**src/rtl/accel.sv**
```systemverilog
// accel: single-kernel 2D convolution engine driven by custom host instructions.
//   clk              rising-edge clock
//   rst_ext          asynchronous active-high reset
//   instruction      [6:0] opcode, [11:7] register code, [31:12] immediate
//   mem_in           [35:18] image word, [17:0] filter word (combinational read data)
//   mem_out          [106:86] image addr, [85:70] filter addr, [69:54] output addr,
//                    [53:36] write data, [35] write enable, [34:0] zero
//   accel_done       high while in DONE
//   accel_interrupt  stored interrupt vector while in DONE, else 0
module accel (
    input  logic         clk,
    input  logic         rst_ext,
    input  logic [31:0]  instruction,
    input  logic [35:0]  mem_in,
    output logic [106:0] mem_out,
    output logic         accel_done,
    output logic [18:0]  accel_interrupt
);

    localparam int unsigned IMM_W   = 20;
    localparam int unsigned KW      = 21;
    localparam int unsigned IADDR_W = 21;
    localparam int unsigned FADDR_W = 16;
    localparam int unsigned OADDR_W = 16;
    localparam int unsigned DATA_W  = 18;
    localparam int unsigned PROD_W  = 36;
    localparam int unsigned ACC_W   = 48;
    localparam int unsigned POS_W   = 23;
    localparam int unsigned BUS_W   = 107;
    localparam int unsigned INTR_W  = 19;

    localparam logic [6:0] EXTEND_OPCODE      = 7'b0001011;
    localparam logic [4:0] RD_IMAGE_DIM       = 5'd0;
    localparam logic [4:0] RD_IMAGE_DEPTH     = 5'd1;
    localparam logic [4:0] RD_IMAGE_OFFSET    = 5'd2;
    localparam logic [4:0] RD_FILTER_OFFSET   = 5'd3;
    localparam logic [4:0] RD_OUTPUT_OFFSET   = 5'd4;
    localparam logic [4:0] RD_FILTER_HALFSIZE = 5'd5;
    localparam logic [4:0] RD_FILTER_STRIDE   = 5'd6;
    localparam logic [4:0] RD_FILTER_LENGTH   = 5'd7;
    localparam logic [4:0] RD_FILTER_BIAS     = 5'd8;
    localparam logic [4:0] RD_ACCEL_INTERRUPT = 5'd9;
    localparam logic [4:0] RD_TRIGGER_ACCEL   = 5'd10;

    typedef enum logic [1:0] {
        IDLE  = 2'd0,
        MAC   = 2'd1,
        WRITE = 2'd2,
        DONE  = 2'd3
    } state_t;

    state_t state_q, state_d;

    // configuration registers
    logic [IMM_W-1:0] dim_q, dim_d, depth_q, depth_d, img_off_q, img_off_d;
    logic [IMM_W-1:0] filt_off_q, filt_off_d, out_off_q, out_off_d, half_q, half_d;
    logic [IMM_W-1:0] stride_q, stride_d, len_q, len_d, bias_q, bias_d, intr_q, intr_d;

    // iteration state: channel, kernel row/col, output window origin, output index
    logic [IMM_W-1:0]   c_q, c_d;
    logic [KW-1:0]      dy_q, dy_d, dx_q, dx_d;
    logic [IADDR_W-1:0] xb_q, xb_d, yb_q, yb_d;
    logic [OADDR_W-1:0] out_idx_q, out_idx_d;
    logic [ACC_W-1:0]   acc_q, acc_d;

    logic [BUS_W-1:0]  mem_out_q, mem_out_d;
    logic              done_q, done_d;
    logic [INTR_W-1:0] intr_out_q, intr_out_d;

    // decode and geometry
    logic [6:0]         opc_c;
    logic [4:0]         code_c;
    logic [IMM_W-1:0]   imm_c;
    logic               is_ext_c, cfg_wr_c;
    logic [KW-1:0]      k_c, k_last_c;
    logic [IMM_W-1:0]   stride_eff_c;
    logic               degenerate_c, last_tap_c, x_fits_c, y_fits_c;
    logic [POS_W-1:0]   xb_nx_c, yb_nx_c;
    logic signed [PROD_W-1:0] prod_c;
    logic [IADDR_W-1:0] dim_a_c, img_addr_c;
    logic [FADDR_W-1:0] filt_addr_c;
    logic [OADDR_W-1:0] out_addr_c;
    logic [ACC_W-1:0]   bias_ext_c, sum_c;

    // length is stored for the host but never consumed; interrupt bit 19 is not exported
    logic unused_cfg;
    assign unused_cfg = ^{len_q, intr_q[IMM_W-1]};

    assign opc_c    = instruction[6:0];
    assign code_c   = instruction[11:7];
    assign imm_c    = instruction[31:12];
    assign is_ext_c = (opc_c == EXTEND_OPCODE);
    assign cfg_wr_c = is_ext_c && (code_c <= RD_ACCEL_INTERRUPT)
                      && ((state_q == IDLE) || (state_q == DONE));

    // K = 2*halfsize+1 and K-1 fall out of a simple shift
    assign k_c          = {half_q, 1'b1};
    assign k_last_c     = {half_q, 1'b0};
    assign stride_eff_c = (stride_q == '0) ? IMM_W'(1) : stride_q;
    assign degenerate_c = ({1'b0, dim_q} < k_c) || (depth_q == '0);
    assign last_tap_c   = (dx_q == k_last_c) && (dy_q == k_last_c)
                          && (c_q == depth_q - IMM_W'(1));

    // next window fits if its far edge stays inside the image; avoids a divider for out_dim
    assign xb_nx_c  = POS_W'(xb_q) + POS_W'(stride_eff_c);
    assign yb_nx_c  = POS_W'(yb_q) + POS_W'(stride_eff_c);
    assign x_fits_c = (xb_nx_c + POS_W'(k_c)) <= POS_W'(dim_q);
    assign y_fits_c = (yb_nx_c + POS_W'(k_c)) <= POS_W'(dim_q);

    assign prod_c     = $signed(mem_in[35:18]) * $signed(mem_in[17:0]);
    assign bias_ext_c = {{(ACC_W-DATA_W){bias_q[DATA_W-1]}}, bias_q[DATA_W-1:0]};

    // next-state, iteration and registered-output computation
    always_comb begin
        state_d    = state_q;
        dim_d      = dim_q;
        depth_d    = depth_q;
        img_off_d  = img_off_q;
        filt_off_d = filt_off_q;
        out_off_d  = out_off_q;
        half_d     = half_q;
        stride_d   = stride_q;
        len_d      = len_q;
        bias_d     = bias_q;
        intr_d     = intr_q;
        c_d        = c_q;
        dy_d       = dy_q;
        dx_d       = dx_q;
        xb_d       = xb_q;
        yb_d       = yb_q;
        out_idx_d  = out_idx_q;
        acc_d      = acc_q;
        mem_out_d  = '0;

        if (cfg_wr_c) begin
            case (code_c)
                RD_IMAGE_DIM:       dim_d      = imm_c;
                RD_IMAGE_DEPTH:     depth_d    = imm_c;
                RD_IMAGE_OFFSET:    img_off_d  = imm_c;
                RD_FILTER_OFFSET:   filt_off_d = imm_c;
                RD_OUTPUT_OFFSET:   out_off_d  = imm_c;
                RD_FILTER_HALFSIZE: half_d     = imm_c;
                RD_FILTER_STRIDE:   stride_d   = imm_c;
                RD_FILTER_LENGTH:   len_d      = imm_c;
                RD_FILTER_BIAS:     bias_d     = imm_c;
                RD_ACCEL_INTERRUPT: intr_d     = imm_c;
                default: ;
            endcase
        end

        case (state_q)
            IDLE: begin
                if (is_ext_c && (code_c == RD_TRIGGER_ACCEL)) begin
                    if (degenerate_c) begin
                        state_d = DONE;
                    end else begin
                        state_d   = MAC;
                        c_d       = '0;
                        dy_d      = '0;
                        dx_d      = '0;
                        xb_d      = '0;
                        yb_d      = '0;
                        out_idx_d = '0;
                        acc_d     = '0;
                    end
                end
            end
            MAC: begin
                acc_d = acc_q + {{(ACC_W-PROD_W){prod_c[PROD_W-1]}}, prod_c};
                if (last_tap_c) begin
                    state_d = WRITE;
                end else if (dx_q != k_last_c) begin
                    dx_d = dx_q + KW'(1);
                end else begin
                    dx_d = '0;
                    if (dy_q != k_last_c) begin
                        dy_d = dy_q + KW'(1);
                    end else begin
                        dy_d = '0;
                        c_d  = c_q + IMM_W'(1);
                    end
                end
            end
            WRITE: begin
                acc_d     = '0;
                c_d       = '0;
                dy_d      = '0;
                dx_d      = '0;
                out_idx_d = out_idx_q + OADDR_W'(1);
                if (x_fits_c) begin
                    xb_d    = IADDR_W'(xb_nx_c);
                    state_d = MAC;
                end else if (y_fits_c) begin
                    xb_d    = '0;
                    yb_d    = IADDR_W'(yb_nx_c);
                    state_d = MAC;
                end else begin
                    state_d = DONE;
                end
            end
            DONE: begin
                if (cfg_wr_c) state_d = IDLE;
            end
            default: state_d = IDLE;
        endcase

        // bus for the cycle being entered, built from next-state values
        dim_a_c     = IADDR_W'(dim_q);
        img_addr_c  = IADDR_W'(img_off_q) + IADDR_W'(c_d) * dim_a_c * dim_a_c
                      + (yb_d + IADDR_W'(dy_d)) * dim_a_c + xb_d + IADDR_W'(dx_d);
        filt_addr_c = FADDR_W'(filt_off_q) + FADDR_W'(dy_d) * FADDR_W'(k_c) + FADDR_W'(dx_d);
        out_addr_c  = OADDR_W'(out_off_q) + out_idx_d;
        sum_c       = acc_d + bias_ext_c;

        case (state_d)
            MAC: begin
                mem_out_d[106:86] = img_addr_c;
                mem_out_d[85:70]  = filt_addr_c;
            end
            WRITE: begin
                mem_out_d[69:54] = out_addr_c;
                mem_out_d[53:36] = DATA_W'(sum_c);
                mem_out_d[35]    = 1'b1;
            end
            default: ;
        endcase

        done_d     = (state_d == DONE);
        intr_out_d = (state_d == DONE) ? intr_d[INTR_W-1:0] : '0;
    end

    // state and output registers
    always_ff @(posedge clk or posedge rst_ext) begin
        if (rst_ext) begin
            state_q    <= IDLE;
            dim_q      <= '0;
            depth_q    <= '0;
            img_off_q  <= '0;
            filt_off_q <= '0;
            out_off_q  <= '0;
            half_q     <= '0;
            stride_q   <= '0;
            len_q      <= '0;
            bias_q     <= '0;
            intr_q     <= '0;
            c_q        <= '0;
            dy_q       <= '0;
            dx_q       <= '0;
            xb_q       <= '0;
            yb_q       <= '0;
            out_idx_q  <= '0;
            acc_q      <= '0;
            mem_out_q  <= '0;
            done_q     <= 1'b0;
            intr_out_q <= '0;
        end else begin
            state_q    <= state_d;
            dim_q      <= dim_d;
            depth_q    <= depth_d;
            img_off_q  <= img_off_d;
            filt_off_q <= filt_off_d;
            out_off_q  <= out_off_d;
            half_q     <= half_d;
            stride_q   <= stride_d;
            len_q      <= len_d;
            bias_q     <= bias_d;
            intr_q     <= intr_d;
            c_q        <= c_d;
            dy_q       <= dy_d;
            dx_q       <= dx_d;
            xb_q       <= xb_d;
            yb_q       <= yb_d;
            out_idx_q  <= out_idx_d;
            acc_q      <= acc_d;
            mem_out_q  <= mem_out_d;
            done_q     <= done_d;
            intr_out_q <= intr_out_d;
        end
    end

    assign mem_out         = mem_out_q;
    assign accel_done      = done_q;
    assign accel_interrupt = intr_out_q;

endmodule

```
**config.mk**
```make
export PLATFORM = sky130hd
export DESIGN_NAME = accel
export DESIGN_NICKNAME = d
export VERILOG_FILES = /design/src/rtl/accel.sv
export SDC_FILE = /design/constraint.sdc
export NUM_CORES = 2
export LEC_CHECK = 0
export BUFFER_PORTS_ARGS = -buffer_cell sky130_fd_sc_hd__clkbuf_2
export CORE_AREA = 2 2 299 301
export DETAILED_ROUTE_END_ITERATION = 6
export DIE_AREA = 0 0 301 303
export PLACE_DENSITY = 0.95
export SYNTH_ARGS = -nofsm -noshare
export SYNTH_HDL_FRONTEND = slang
export SYNTH_SLANG_ARGS = --single-unit
```
**constraint.sdc**
```tcl
create_clock -name clk -period 55.3 [get_ports clk]
set_input_delay 5.53 -clock clk [delete_from_list [all_inputs] [get_ports clk]]
set_output_delay 5.53 -clock clk [all_outputs]
set_load 0.03 [all_outputs]
```
Word level (Yosys, flattened, before mapping)

Cells that the tools add are included.

Bits in registers: 431
Input port bits: 70
Word-level logic and storage cells: 134
Output and inout bits: 127

Add/sub/neg operators: 19
Equality and inequality tests: 21
Order comparisons: 4
$mul: 5
Reductions and logical operators: 19
Mux-type cells: 46

Operator list:

| operator                                       | number |
|---|---|
| 2-to-1 mux 21 bit                              | 17 |
| case mux 48 bit (3 select lines)               | 1 |
| case mux 21 bit (3 select lines)               | 2 |
| 2-to-1 mux 20 bit                              | 6 |
| 2-to-1 mux 48 bit                              | 2 |
| adder 21 bit                                   | 4 |
| case mux 21 bit (2 select lines)               | 2 |
| case mux 20 bit (3 select lines)               | 1 |
| 2-to-1 mux 19 bit                              | 3 |
| adder 16 bit                                   | 3 |
| adder 48 bit                                   | 1 |
| adder 22 x 21 -> 23 bit                        | 2 |
| less-or-equal comparator 23 x 20 -> 1 bit      | 2 |
| adder 21 x 20 -> 22 bit                        | 2 |
| adder 21 x 1 -> 21 bit (second input constant) | 2 |
| == test 21 bit                                 | 2 |
| multiplier 21 x 20 -> 21 bit                   | 2 |
| inequality test 21 bit                         | 2 |
| zero test 20 bit                               | 2 |
| 2-to-1 mux 37 bit                              | 1 |
| multiplier 18 x 18 -> 36 bit                   | 1 |
| 2-to-1 mux 35 bit                              | 1 |
| 2-to-1 mux 16 bit                              | 2 |
| case mux 16 bit (2 select lines)               | 1 |
| 24 further kinds                               | 50 |

Depth between registers and ports, before layout

Depth after elaboration: 14
Depth in mapped cells: 84
Depth with buffers taken out: 83

Worst setup path before layout

OpenSTA, ideal clock, no wires.

Kind: in2reg
From: input port instruction[2]
To: register mem_out_q[106] (netlist: mem_out[106])
Library setup time: 132 ps
Path slack: 33973 ps
Required time: 55168 ps
Buffers on the path: 2
Arrival time: 21195 ps
Stages: 63
Path through: nand4b_1 -> or4_1 -> or3_1 -> a2111o_1 -> a21oi_1 -> o21bai_1 -> a32o_1 -> or2_2 -> clkbuf_1 -> clkbuf_1 -> nand2_1 -> fa_1 -> fa_1 -> inv_1 -> fa_1 -> ha_1 -> ha_1 -> inv_1 -> [... 27 more ...] -> fa_1 -> xnor2_1 -> xnor2_1 -> xnor2_1 -> xnor2_1 -> xnor3_1 -> xnor2_1 -> xnor2_1 -> xnor2_1 -> xnor2_1 -> xnor2_1 -> xnor3_1 -> xor2_1 -> xnor3_1 -> xor2_1 -> xnor3_1 -> xnor3_1 -> nor2_1

Word-level cells in the longest chain between the ends: 11
Elaborated cells on any way between the ends: 27
Those cells by class: add/sub (5); mul (3); eq/ne (2); mux (14); reduce/logical (3)

Ends and longest elaborated chain:

| element                          | RTL line | text |
|---|---|---|
| start: declaration               | 13       | `input logic [31:0] instruction,` |
| == test 7 x 4 -> 1 bit           | 92       | `assign is_ext_c = (opc_c == EXTEND_OPCODE);` |
| logical AND 1 bit                | 153      | `if (is_ext_c && (code_c == RD_TRIGGER_ACCEL)) begin` |
| 2-to-1 mux 20 bit                | 153      |  |
| case mux 20 bit (3 select lines) | 151      | `case (state_q)` |
| net c_d[6]                       | 60       | `logic [IMM_W-1:0] c_q, c_d;` |
| multiplier 20 x 20 -> 21 bit     | 209      | `img_addr_c = IADDR_W'(img_off_q) + IADDR_W'(c_d) * dim_a_c * dim_a_c` |
| multiplier 21 x 20 -> 21 bit     | 209      |  |
| adder 20 x 21 -> 21 bit          | 209      |  |
| adder 21 bit (3 in series)       | 210      | `+ (yb_d + IADDR_W'(dy_d)) * dim_a_c + xb_d + IADDR_W'(dx_d);` |
| 2-to-1 mux 37 bit                | 215      | `case (state_d)` |
| net mem_out_d[106]               | 66       | `logic [BUS_W-1:0] mem_out_q, mem_out_d;` |
| end signal: assignment           | 275      | `mem_out_q <= mem_out_d;` |
| end: declaration                 | 66       |  |

The timed path passes the listed nets, and every way through them passes these cells.
A chain may end at the register's enable or synchronous reset.

Worst setup path in the final report

From: input port instruction[2]
To: register mem_out_q[106] (netlist: mem_out[106])

Word-level cells in the longest chain between the ends: 11
Elaborated cells on any way between the ends: 27
Those cells by class: add/sub (5); mul (3); eq/ne (2); mux (14); reduce/logical (3)

Ends and longest elaborated chain:

| element                          | RTL line |
|---|---|
| == test 7 x 4 -> 1 bit (*)       | 92 |
| logical AND 1 bit                | 153 |
| 2-to-1 mux 20 bit                | 153 |
| case mux 20 bit (3 select lines) | 151 |
| multiplier 20 x 20 -> 21 bit     | 209 |
| multiplier 21 x 20 -> 21 bit     | 209 |
| adder 20 x 21 -> 21 bit          | 209 |
| adder 21 bit (3 in series)       | 210 |
| 2-to-1 mux 37 bit (*)            | 215 |
| net mem_out_d[106]               | 66 |

Mark *: on every way through the listed nets, which the timed path passes. The rest lies on a longest branch.

==> metrics.md <==
| Metric | Value |
|---|---|
| Final period util | `0.412` |
| Number of global-route vias before repair | `50000` |
| Layout Nets | `7646` |
| Share of the synthesized area in the top cell type | `0.274` |
| Area contributors post-synth | `fa_1 27%, dfrtp_1 18%, ha_1 12%, inv_1 7.4%, xnor2_1 5.1%` |
| Cell Rows | `109` |
| Startpoint types | `input port` |
| Die Width | `301 µm` |
| DR vias/cell | `6.25` |
| Number of distinct library cells after synthesis | `96` |
| Failing checks | `DRC` |
| Die area | `91200 µm²` |
| Dpl ws | `32080 ps` |
| Slew HR | `0.108` |
| GR Overflow Total | `0` |
| Hold_ws | `499 ps` |
| Share of layout cells above drive strength 1 | `0.0867` |
| Number of port buffers | `161` |
| Max_cap viols | `0` |
| Residual DRC count | `12` |
| Setup TNS | `0 ps` |
| Mapped Avg Cell Area | `9.19 µm²` |
| F_max | `43.9 MHz` |
| Initial antenna violation count | `8` |
| Layout Skew | `27.6 ps` |
| P&R area growth vs syn | `6.42%` |
| DIE HEIGHT | `303 µm` |
| CP endpoint kind | `register` |
| Via Count | `46600` |
| Synthesis Warnings | `0` |
| Critical Path RT | `55830 ps` |
| Count leader, synth | `inv_1` |
| Post-synth top area cell | `fa_1` |
| Top FF cell, synth | `dfrtp_1` |
| Final setup fails | `0` |
| First-pass DRT Iterations | `7` |
| Maximum clock path buffer count | `3` |
| Synth Instances | `6189` |
| Global Route Usage Sum | `0.401` |
| Largest net degree at the start of global routing | `158` |
| Final Hold Vio Count | `0` |
| Clock sink count | `401` |
| Worst Max-Slew Pin Slew | `1330 ps` |
| Crit Path Category | `in2reg` |
| Post-synthesis cell area | `56900 µm²` |
| CP dominant cell by count | `fa_1` |
| Max Slew Vio Count | `0` |
| Area of the multi-input gates | `41700 µm²` |
| Critical Path AT | `23310 ps` |
| Post-CTS setup buffers | `0` |
| Hold-fix buffers, CTS | `0` |
| Clock Pin Slew Worst Setup and Hold Paths | `70 ps` |
| Final Critical Period | `22780 ps` |
| First-pass GRT wire length | `278 mm` |
| Commonest cells post-synth | `1115 x inv_1, 778 x fa_1, 734 x nand2_1, 550 x ha_1, 401 x dfrtp_1` |
| CTS tree | `done` |
| Skew-Pair Late Insertion Delay | `620 ps` |
| Io pins | `197` |
| Number of synthesized flops with an enable pin | `0` |
| Max incr delay on CP | `650 ps` |
| Detail Placement HPWL | `135 mm` |
| CP max-delay cell | `o21ba_2` |
| Crit path max fanout | `24` |
| H-tree lvl count | `2` |
| # resized after CTS | `0` |
| Root Driver | `clkbuf_16` |
| Core ar. | `88000 µm²` |
| Status | `complete, but fails checks` |
| Routability cong. | `1.04` |
| WL per Instance | `24.0 µm` |
| Initial core utilization | `0.647` |
| Synth Register Bits | `401` |
| Num CTS Buffers | `45` |
| Hold WC Path Type | `reg2reg` |
| Synth async-reset ratio | `1.00` |
| Layout fillers | `6091` |
| Post-synthesis sequential area ratio | `0.176` |
| Register area | `10000 µm²` |
| Final worst slack | `32520 ps` |
| Routed Antenna Nets | `0` |
| Total Wirelength | `179 mm` |
| Initial DRC Count | `4753` |
| RSZ-0062 raised after global routing | `false` |
==> per-stage QoR <==
| stage | std cells | area (µm²) | utilization |
|---|---|---|---|
| 5_1_grt | 7449 | 60500 | 0.688 |
| 3_5_place_dp | 7366 | 58900 | 0.670 |
| 2_1_floorplan | 6223 | 57000 | - |
| 6_report | 7455 | 60500 | 0.688 |
| 3_3_place_gp | 7366 | 58900 | 0.670 |
| 4_1_cts | 7448 | 60500 | 0.688 |
==> layout make-up <==
| class | count | share of cell area |
|---|---|---|
| repair buffers | 256 | 0.0253 |
| clock inverters | 26 | 0.00552 |
| diodes | 7 | 0.000289 |
| clock buffers | 56 | 0.0208 |
| flip-flops and latches | 401 | 0.166 |
| inverters | 1118 | 0.0695 |
| multi-input cells | 4426 | 0.689 |
| well taps | 1165 | 0.0241 |
==> cells in the final DEF (no fill, tap or decap), types with 35 or more instances in the layout <==
cell type  instances
conb_1            35
o21ai_0          183
xor2_1           120
xnor2_1          322
nor2b_1           41
clkbuf_2         161
nand2_1          734
clkbuf_16         45
nor3_1            61
nand2b_1          36
a21oi_1          189
and3_1            54
nor2_1           232
fa_1             778
o21bai_1          54
mux2_2           143
inv_1           1114
and2_1           334
nand3_1           63
dfrtp_1          397
buf_4             94
ha_1             550
a21o_1            64
==> state kept, by name, indices dropped and copies added, names as in the netlist, 18 cells and up <==
register	flops
mem_out	72
accel_interrupt	19
xb_q	21
yb_q	21
bias_q	18
dim_q	20
stride_q	20
half_q	20
intr_q	19
dx_q	21
depth_q	20
c_q	20
dy_q	21
acc_q	18
img_off_q	20
==> layer usage <==
| metal | up-vias | wire [µm] | GRT usage |
|---|---|---|---|
| met5 | - | 14 | 0 |
| met4 | 2 | 16300 | 0.307 |
| met3 | 1092 | 20900 | 0.107 |
| met2 | 3210 | 81500 | 0.645 |
| met1 | 22700 | 60000 | 0.458 |
| li1 | 19500 | - | - |
==> worst max-delay path: cells and delay by family <==
| kind | cells | cell delay [ps] |
|---|---|---|
| adders and majority gates | 17 | 7220 |
| AOI/OAI and AO/OA | 14 | 4110 |
| xor gates and xnor gates | 17 | 3770 |
| and+or+nand+nor | 8 | 1870 |
| buffers and inverters | 11 | 790 |
==> cells by family after synthesis <==
family | Yosys count | synth area share
and+or+nand+nor | 1691 | 0.143
buffers and inverters | 1396 | 0.0948
muxes | 162 | 0.0317
DFF | 401 | 0.176
other | 1 | 0.0000659
xor gates and xnor gates | 459 | 0.0733
adders and majority gates | 1338 | 0.397
AOI/OAI and AO/OA | 741 | 0.0843
==> final timing paths <==
path / startpoint / end / slack, ps / depth (start not counted)
worst max-delay path: instruction[2] / mem_out[106] / 32520 / 67
worst min-delay path: intr_q[7] / intr_q[7] / 500 / 1
max in group asynchronous: rst_ext / c_q[11] / 48010 / 4
worst max register to register: stride_q[15] / mem_out[106] / 32950 / 82
worst min register to register: intr_q[7] / intr_q[7] / 500 / 1
min in group asynchronous: rst_ext / mem_out[40] / 5060 / 2
Power is not shown: default switching activity piles up to over one toggle a cycle in this logic, so the estimate is an artifact.
